$ cat src/rtl/line_buffer_window_gen_if.sv
// Bus bundle for line_buffer_window_gen.
// Groups three sets of signals:
//   - the raster pixel input (in_valid / in_sof / in_data),
//   - the two line-buffer SRAM ports (I = row r-1, II = row r-2),
//   - the 3x3 window output (win_valid / win_data / win_last / frame_done).
// Modports:
//   master : the window generator.
//   slave  : its environment (pixel source, SRAMs, window consumer).
interface line_buffer_window_gen_if #(
  parameter int DATA_W = 16,
  parameter int ADDR_W = 5
);
  logic              in_valid;
  logic              in_sof;
  logic [DATA_W-1:0] in_data;

  logic [ADDR_W-1:0] lb_rd_addr_I, lb_rd_addr_II;
  logic [DATA_W-1:0] lb_rd_data_I, lb_rd_data_II;
  logic [ADDR_W-1:0] lb_wr_addr_I, lb_wr_addr_II;
  logic [DATA_W-1:0] lb_wr_data_I, lb_wr_data_II;
  logic              lb_wr_en_I, lb_wr_en_II;

  logic                win_valid;
  logic [9*DATA_W-1:0] win_data;
  logic                win_last;
  logic                frame_done;

  modport master (
    input  in_valid, in_sof, in_data, lb_rd_data_I, lb_rd_data_II,
    output lb_rd_addr_I, lb_rd_addr_II, lb_wr_addr_I, lb_wr_addr_II,
           lb_wr_data_I, lb_wr_data_II, lb_wr_en_I, lb_wr_en_II,
           win_valid, win_data, win_last, frame_done
  );

  modport slave (
    output in_valid, in_sof, in_data, lb_rd_data_I, lb_rd_data_II,
    input  lb_rd_addr_I, lb_rd_addr_II, lb_wr_addr_I, lb_wr_addr_II,
           lb_wr_data_I, lb_wr_data_II, lb_wr_en_I, lb_wr_en_II,
           win_valid, win_data, win_last, frame_done
  );
endinterface

$ cat src/rtl/line_buffer_window_gen.sv
// Line-buffer feeder and 3x3 sliding-window generator for one line-buffer group.
// Ports:
//   clk, rst_n : clock, synchronous active-low reset.
//   bus        : pixel input, line-buffer I/II SRAM ports, window output.
// Pipeline:
//   stage 0 : position the pixel (sof resyncs to (0,0)), read both buffers at col c.
//   stage 1 : write pixel -> LB I and LB I data -> LB II at col c, shift the window.
//   output  : window registered; valid only for r>=2 and c>=2.
module line_buffer_window_gen #(
  parameter int DATA_W = 16,
  parameter int ADDR_W = 5,
  parameter int IMG_W  = 28,
  parameter int IMG_H  = 28,
  parameter int ROW_W  = 5
) (
  input logic                  clk,
  input logic                  rst_n,
  line_buffer_window_gen_if.master bus
);
  localparam logic [ADDR_W-1:0] LAST_C = ADDR_W'(IMG_W - 1);
  localparam logic [ROW_W-1:0]  LAST_R = ROW_W'(IMG_H - 1);

  logic [ADDR_W-1:0] col_q, pos_c, s1_c;
  logic [ROW_W-1:0]  row_q, pos_r, s1_r;
  logic [DATA_W-1:0] s1_pix;
  logic              s1_valid, sof_hit, at_last;
  logic              win_valid_q, win_last_q, frame_done_q;
  logic [8:0][DATA_W-1:0] win_q;

  // in_sof only counts together with in_valid; it forces this pixel to (0,0).
  assign sof_hit = bus.in_valid & bus.in_sof;
  assign pos_c   = sof_hit ? '0 : col_q;
  assign pos_r   = sof_hit ? '0 : row_q;
  assign at_last = (pos_r == LAST_R) && (pos_c == LAST_C);

  // Stage 0: both buffers read at the current column; data returns in stage 1.
  assign bus.lb_rd_addr_I  = pos_c;
  assign bus.lb_rd_addr_II = pos_c;

  always_ff @(posedge clk) begin
    if (!rst_n) begin
      col_q <= '0;
      row_q <= '0;
    end else if (bus.in_valid) begin
      if (pos_c == LAST_C) begin
        col_q <= '0;
        row_q <= (pos_r == LAST_R) ? '0 : pos_r + 1'b1;
      end else begin
        col_q <= pos_c + 1'b1;
        row_q <= pos_r;
      end
    end
  end

  always_ff @(posedge clk) begin
    if (!rst_n) begin
      s1_valid     <= 1'b0;
      s1_pix       <= '0;
      s1_c         <= '0;
      s1_r         <= '0;
      frame_done_q <= 1'b0;
    end else begin
      s1_valid     <= bus.in_valid;
      frame_done_q <= bus.in_valid & at_last;
      if (bus.in_valid) begin
        s1_pix <= bus.in_data;
        s1_c   <= pos_c;
        s1_r   <= pos_r;
      end
    end
  end

  // Stage 1: column c is written here while stage 0 already reads c+1 (or 0),
  // so a read and a write never hit the same address in one cycle.
  assign bus.lb_wr_en_I    = s1_valid;
  assign bus.lb_wr_en_II   = s1_valid;
  assign bus.lb_wr_addr_I  = s1_c;
  assign bus.lb_wr_addr_II = s1_c;
  assign bus.lb_wr_data_I  = s1_pix;
  assign bus.lb_wr_data_II = bus.lb_rd_data_I;

  // Window: row i occupies elements 3i..3i+2, column 2 is newest.
  always_ff @(posedge clk) begin
    if (!rst_n) begin
      win_q       <= '0;
      win_valid_q <= 1'b0;
      win_last_q  <= 1'b0;
    end else begin
      win_valid_q <= s1_valid && (s1_r >= ROW_W'(2)) && (s1_c >= ADDR_W'(2));
      win_last_q  <= s1_valid && (s1_r == LAST_R) && (s1_c == LAST_C);
      if (s1_valid) begin
        for (int i = 0; i < 3; i++) begin
          win_q[3*i]   <= win_q[3*i+1];
          win_q[3*i+1] <= win_q[3*i+2];
        end
        win_q[2] <= bus.lb_rd_data_II;
        win_q[5] <= bus.lb_rd_data_I;
        win_q[8] <= s1_pix;
      end
    end
  end

  assign bus.win_valid  = win_valid_q;
  assign bus.win_data   = win_q;
  assign bus.win_last   = win_last_q;
  assign bus.frame_done = frame_done_q;
endmodule

$ cat src/flat_wrapper.sv
// flat-port wrapper written by rule: the top's interface ports become plain ports
module line_buffer_window_gen_flat 
#(
  parameter int DATA_W = 16,
  parameter int ADDR_W = 5,
  parameter int IMG_W  = 28,
  parameter int IMG_H  = 28,
  parameter int ROW_W  = 5
)
  (clk, rst_n, bus_in_valid, bus_in_sof, bus_in_data, bus_lb_rd_data_I, bus_lb_rd_data_II, bus_lb_rd_addr_I, bus_lb_rd_addr_II, bus_lb_wr_addr_I, bus_lb_wr_addr_II, bus_lb_wr_data_I, bus_lb_wr_data_II, bus_lb_wr_en_I, bus_lb_wr_en_II, bus_win_valid, bus_win_data, bus_win_last, bus_frame_done);
  line_buffer_window_gen_if #(.DATA_W(DATA_W), .ADDR_W(ADDR_W)) bus_i ();
  input logic clk;
  input logic rst_n;
  input wire logic [$bits(bus_i.in_valid)-1:0] bus_in_valid;
  input wire logic [$bits(bus_i.in_sof)-1:0] bus_in_sof;
  input wire logic [$bits(bus_i.in_data)-1:0] bus_in_data;
  input wire logic [$bits(bus_i.lb_rd_data_I)-1:0] bus_lb_rd_data_I;
  input wire logic [$bits(bus_i.lb_rd_data_II)-1:0] bus_lb_rd_data_II;
  output wire logic [$bits(bus_i.lb_rd_addr_I)-1:0] bus_lb_rd_addr_I;
  output wire logic [$bits(bus_i.lb_rd_addr_II)-1:0] bus_lb_rd_addr_II;
  output wire logic [$bits(bus_i.lb_wr_addr_I)-1:0] bus_lb_wr_addr_I;
  output wire logic [$bits(bus_i.lb_wr_addr_II)-1:0] bus_lb_wr_addr_II;
  output wire logic [$bits(bus_i.lb_wr_data_I)-1:0] bus_lb_wr_data_I;
  output wire logic [$bits(bus_i.lb_wr_data_II)-1:0] bus_lb_wr_data_II;
  output wire logic [$bits(bus_i.lb_wr_en_I)-1:0] bus_lb_wr_en_I;
  output wire logic [$bits(bus_i.lb_wr_en_II)-1:0] bus_lb_wr_en_II;
  output wire logic [$bits(bus_i.win_valid)-1:0] bus_win_valid;
  output wire logic [$bits(bus_i.win_data)-1:0] bus_win_data;
  output wire logic [$bits(bus_i.win_last)-1:0] bus_win_last;
  output wire logic [$bits(bus_i.frame_done)-1:0] bus_frame_done;
  assign bus_i.in_valid = bus_in_valid;
  assign bus_i.in_sof = bus_in_sof;
  assign bus_i.in_data = bus_in_data;
  assign bus_i.lb_rd_data_I = bus_lb_rd_data_I;
  assign bus_i.lb_rd_data_II = bus_lb_rd_data_II;
  assign bus_lb_rd_addr_I = bus_i.lb_rd_addr_I;
  assign bus_lb_rd_addr_II = bus_i.lb_rd_addr_II;
  assign bus_lb_wr_addr_I = bus_i.lb_wr_addr_I;
  assign bus_lb_wr_addr_II = bus_i.lb_wr_addr_II;
  assign bus_lb_wr_data_I = bus_i.lb_wr_data_I;
  assign bus_lb_wr_data_II = bus_i.lb_wr_data_II;
  assign bus_lb_wr_en_I = bus_i.lb_wr_en_I;
  assign bus_lb_wr_en_II = bus_i.lb_wr_en_II;
  assign bus_win_valid = bus_i.win_valid;
  assign bus_win_data = bus_i.win_data;
  assign bus_win_last = bus_i.win_last;
  assign bus_frame_done = bus_i.frame_done;
  line_buffer_window_gen #(.DATA_W(DATA_W), .ADDR_W(ADDR_W), .IMG_W(IMG_W), .IMG_H(IMG_H), .ROW_W(ROW_W)) u_core (.clk(clk), .rst_n(rst_n), .bus(bus_i));
endmodule
$ cat config.mk
export PLATFORM = sky130hd
export DESIGN_NAME = line_buffer_window_gen_flat
export DESIGN_NICKNAME = d
export VERILOG_FILES = /design/src/rtl/line_buffer_window_gen_if.sv /design/src/rtl/line_buffer_window_gen.sv /design/src/flat_wrapper.sv
export SDC_FILE = /design/constraint.sdc
export NUM_CORES = 1
export LEC_CHECK = 0
export CAP_MARGIN = 40
export CORE_MARGIN = 2
export CORE_UTILIZATION = 48
export CTS_CLUSTER_SIZE = 12
export DETAILED_ROUTE_END_ITERATION = 8
export GPL_ROUTABILITY_DRIVEN = 1
export GPL_TIMING_DRIVEN = 1
export PLACE_DENSITY = 0.95
export SYNTH_ARGS = -nofsm -noshare
export SYNTH_HDL_FRONTEND = slang
export SYNTH_SLANG_ARGS = --single-unit
$ cat constraint.sdc
create_clock -name clk -period 4.59 [get_ports clk]
set_clock_uncertainty 0.2 [all_clocks]
set_input_delay 0.918 -clock clk [delete_from_list [all_inputs] [get_ports clk]]
set_output_delay 0.918 -clock clk [all_outputs]
set_load 0.02 [all_outputs]
==> results.txt <==
status: finished, final reports clean
busiest layer in global routing: met2
Clock Tree Buf Depth: 2
Seq pwr share: 0.474
Initial Util: 0.497
nets: 940
CTS tree: built
dpl cell area: 9350 µm²
Primary FF master, synth: dfxtp_1
total negative slack: 0 ns
die width: 124 µm
routed len/inst: 15.8 µm
count of hold-fix buffers inserted at cts: 0
crit path max fanout: 14
Net Sw Power: 0.000831 W
area of the multi-input gates: 2820 µm²
Pint: 0.00268 W
Final Hold Fails: 0
critical path data required time: 3.47 ns
Port-buffer cells: 252
first-pass GRT wire length: 28.2 mm
First-pass DRT Iterations: 4
M2 GR Usage: 0.373
H-tree Lvls: 4
crit-path cells: clkdlybuf4s50_1, nand2_1, and2_1, clkdlybuf4s50_1
sequential fraction of the synthesis area: 0.530
critical path data arrival time: 2.86 ns
Synth top cells by count: dfxtp_1, nor2_1, mux2i_1, buf_4, buf_2
minimum clock period: 3.98 ns
antenna violations before repair: 0
Comb power frac: 0.101
Layout area overhead: 43.3%
antenna diode count: 0
number of synthesis warnings: 0
dpl hpwl: 11.5 mm
Final Instance Area: 9960 µm²
area leader, netlist: dfxtp_1
grt ovf: 0
Layout Utilization: 0.712
Worst path max stage delay: 0.76 ns
Setup-failing EPs final: 0
max-cap violations: 0
Worst path depth: 4
Distinct cells, synth: 36
Synth Instances: 682
Reg clk slew, reported paths: 0.07 ns
Fillers: 1006
relative slew slack: 0.283
most frequent cell on the critical path: clkdlybuf4s50_1
Core Rows: 43
DR DRC count: 0
Mapped Area: 6950 µm²
vias in the first global route: 5531
Synth area leaders: dfxtp_1, mux2i_1, nor2_1
drt initial violations: 302
Sw Ratio: 0.237
leakage: 3.78 nW
CP endpoint kind: output pin
grt met1 use: 0.254
Slowest-stage cell, CP: clkdlybuf4s50_1
Root Driver: clkbuf_16
Num Clock Sinks: 184
CP startpoint kind: primary input
Setup Fix Bufs, Post-CTS: 0
GPL Wtd Cong: 0.806
Hold WS: 0.291 ns
number of CTS-inserted buffers: 17
die area: 15500 µm²
via total after detailed routing: 5491
Core Region: 14000 µm²
R2R depth: 3
maximum clock frequency: 0.251 GHz
count leader, synth: dfxtp_1
Reg area: 3690 µm²
clk_lat worst skew: 0.42 ns
I/O Pins: 253
critical path class: primary input to output pin
post-route clock period utilization: 0.866
final WL: 17.1 mm
post-CTS sizing: 0
Hold Crit Depth: 2
hold path startpoint: u_core.s1_r[3]
GR Util met3: 0.0833
top cell type's share of synthesized area: 0.530
Hold Crit Class: flip-flop to flip-flop
FF-to-FF Start: u_core.bus.lb_wr_en_I
worst path bufs/invs: 2
die height: 124 µm
clock power share: 0.425
asr flop ratio synth: 0
CP delay by family, top: buffers and inverters
largest net degree at the start of global routing: 146
Syn Area/Cell: 10.2 µm²
PD cells: 352 nW/µm²
share of cells above drive strength 1: 0.0456
DRT antenna net count: 0
Max Slew Vio Count: 0
RSZ-0062 raised after global routing: no
Vias/cell: 5.09
EDFF count, synth: 0
Worst-Margin Slew: 1.08 ns
Overall Global Routing Usage: 0.221
CP Launch Point: bus_in_sof
Peak VDD IR: 0.000257 V
Synth Register Bits: 184
syn_nets: 736
==> cell families (layout without fill, tap and decap cells) <==
| group | Yosys count | in the layout | synth area share |
|---|---|---|---|
| flops | 184 | 184 | 0.530 |
| simple gates | 228 | 228 | 0.142 |
| buf+inv | 76 | 293 | 0.0650 |
| compound gates | 31 | 31 | 0.0277 |
| fa+ha+maj | 2 | 2 | 0.00360 |
| mux | 161 | 161 | 0.232 |
==> worst min-delay path: cells and delay by family, from the launching register on <==
kind / cells / cell delay, ns
DFF: 1 / 0.34
and+or+nand+nor: 2 / 0.11
==> flip-flops by register name, indices dropped and copies added (netlist names) <==
name / flops
u_core.bus.lb_wr_en_I: 1
u_core.bus.lb_wr_addr_I: 5
u_core.bus.win_data: 144
u_core.s1_r: 5
u_core.bus.win_valid: 1
u_core.bus.lb_wr_data_I: 16
u_core.row_q: 5
u_core.bus.frame_done: 1
u_core.bus.win_last: 1
u_core.col_q: 5
==> final cells by class <==
| type | instances | share of cell area |
|---|---|---|
| Sequential cell | 184 | 0.370 |
| Multi-Input combinational cell | 422 | 0.283 |
| Timing Repair Buffer | 257 | 0.261 |
| Clock buffer | 21 | 0.0482 |
| Tap cell | 180 | 0.0226 |
| Clock inverter | 11 | 0.0134 |
| Inverter | 4 | 0.00176 |
==> cells in the final DEF (no fill, tap or decap), types with 2 or more instances in the layout <==
cell / count
a21oi_1: 9
a2bb2oi_1: 2
a31oi_1: 8
and2_1: 8
buf_12: 2
buf_4: 2
bufinv_16: 2
clkbuf_16: 17
clkbuf_8: 4
clkdlybuf4s50_1: 251
clkinv_4: 4
dfxtp_1: 183
ha_1: 2
inv_1: 3
inv_6: 3
mux2i_1: 161
nand2_1: 16
nand2b_1: 2
nand3_1: 4
nand4_1: 4
nand4b_1: 3
nor2_1: 169
nor2b_1: 9
nor4_1: 3
nor4b_1: 2
nor4bb_1: 2
o211ai_1: 3
o21ai_0: 3
o22ai_1: 3
==> power by group through the flow <==
stage | clock network [W] | logic [W] | registers (W)
2_1_floorplan | 0 | 0.000166 | 0.00173
3_3_place_gp | 0 | 0.000348 | 0.00170
3_5_place_dp | 0 | 0.000355 | 0.00170
4_1_cts | 0.00152 | 0.000357 | 0.00166
5_1_grt | 0.00159 | 0.000379 | 0.00167
6_report | 0.00149 | 0.000355 | 0.00166
==> path summary, 6_finish.rpt <==
kind / endpoint / slack (ns)
worst max-delay path: bus_lb_rd_addr_II[0] / 0.61
worst min register to register: u_core.bus.win_last / 0.29
worst max register to register: u_core.bus.win_data[27] / 2.65
worst min-delay path: u_core.bus.win_last / 0.29
==> through the flow <==
step | worst slack, ns | cells | power (W)
after CTS | 0.634 | 1079 | 0.00354
after global placement | 0.666 | 1046 | 0.00204
after floorplan | 1.66 | 682 | 0.00190
final | 0.613 | 1079 | 0.00351
after detailed placement | 0.645 | 1047 | 0.00205
after global routing | 0.518 | 1079 | 0.00363
==> metal layers <==
| layer | vias to the layer above | wire (µm) | share of wire |
|---|---|---|---|
| met5 | - | 0 | 0 |
| met4 | 0 | 384 | 0.022 |
| met3 | 26 | 1430 | 0.084 |
| met2 | 194 | 8310 | 0.49 |
| met1 | 2586 | 6950 | 0.41 |
| li1 | 2685 | - | - |
Power figures use the tool's default switching activity.
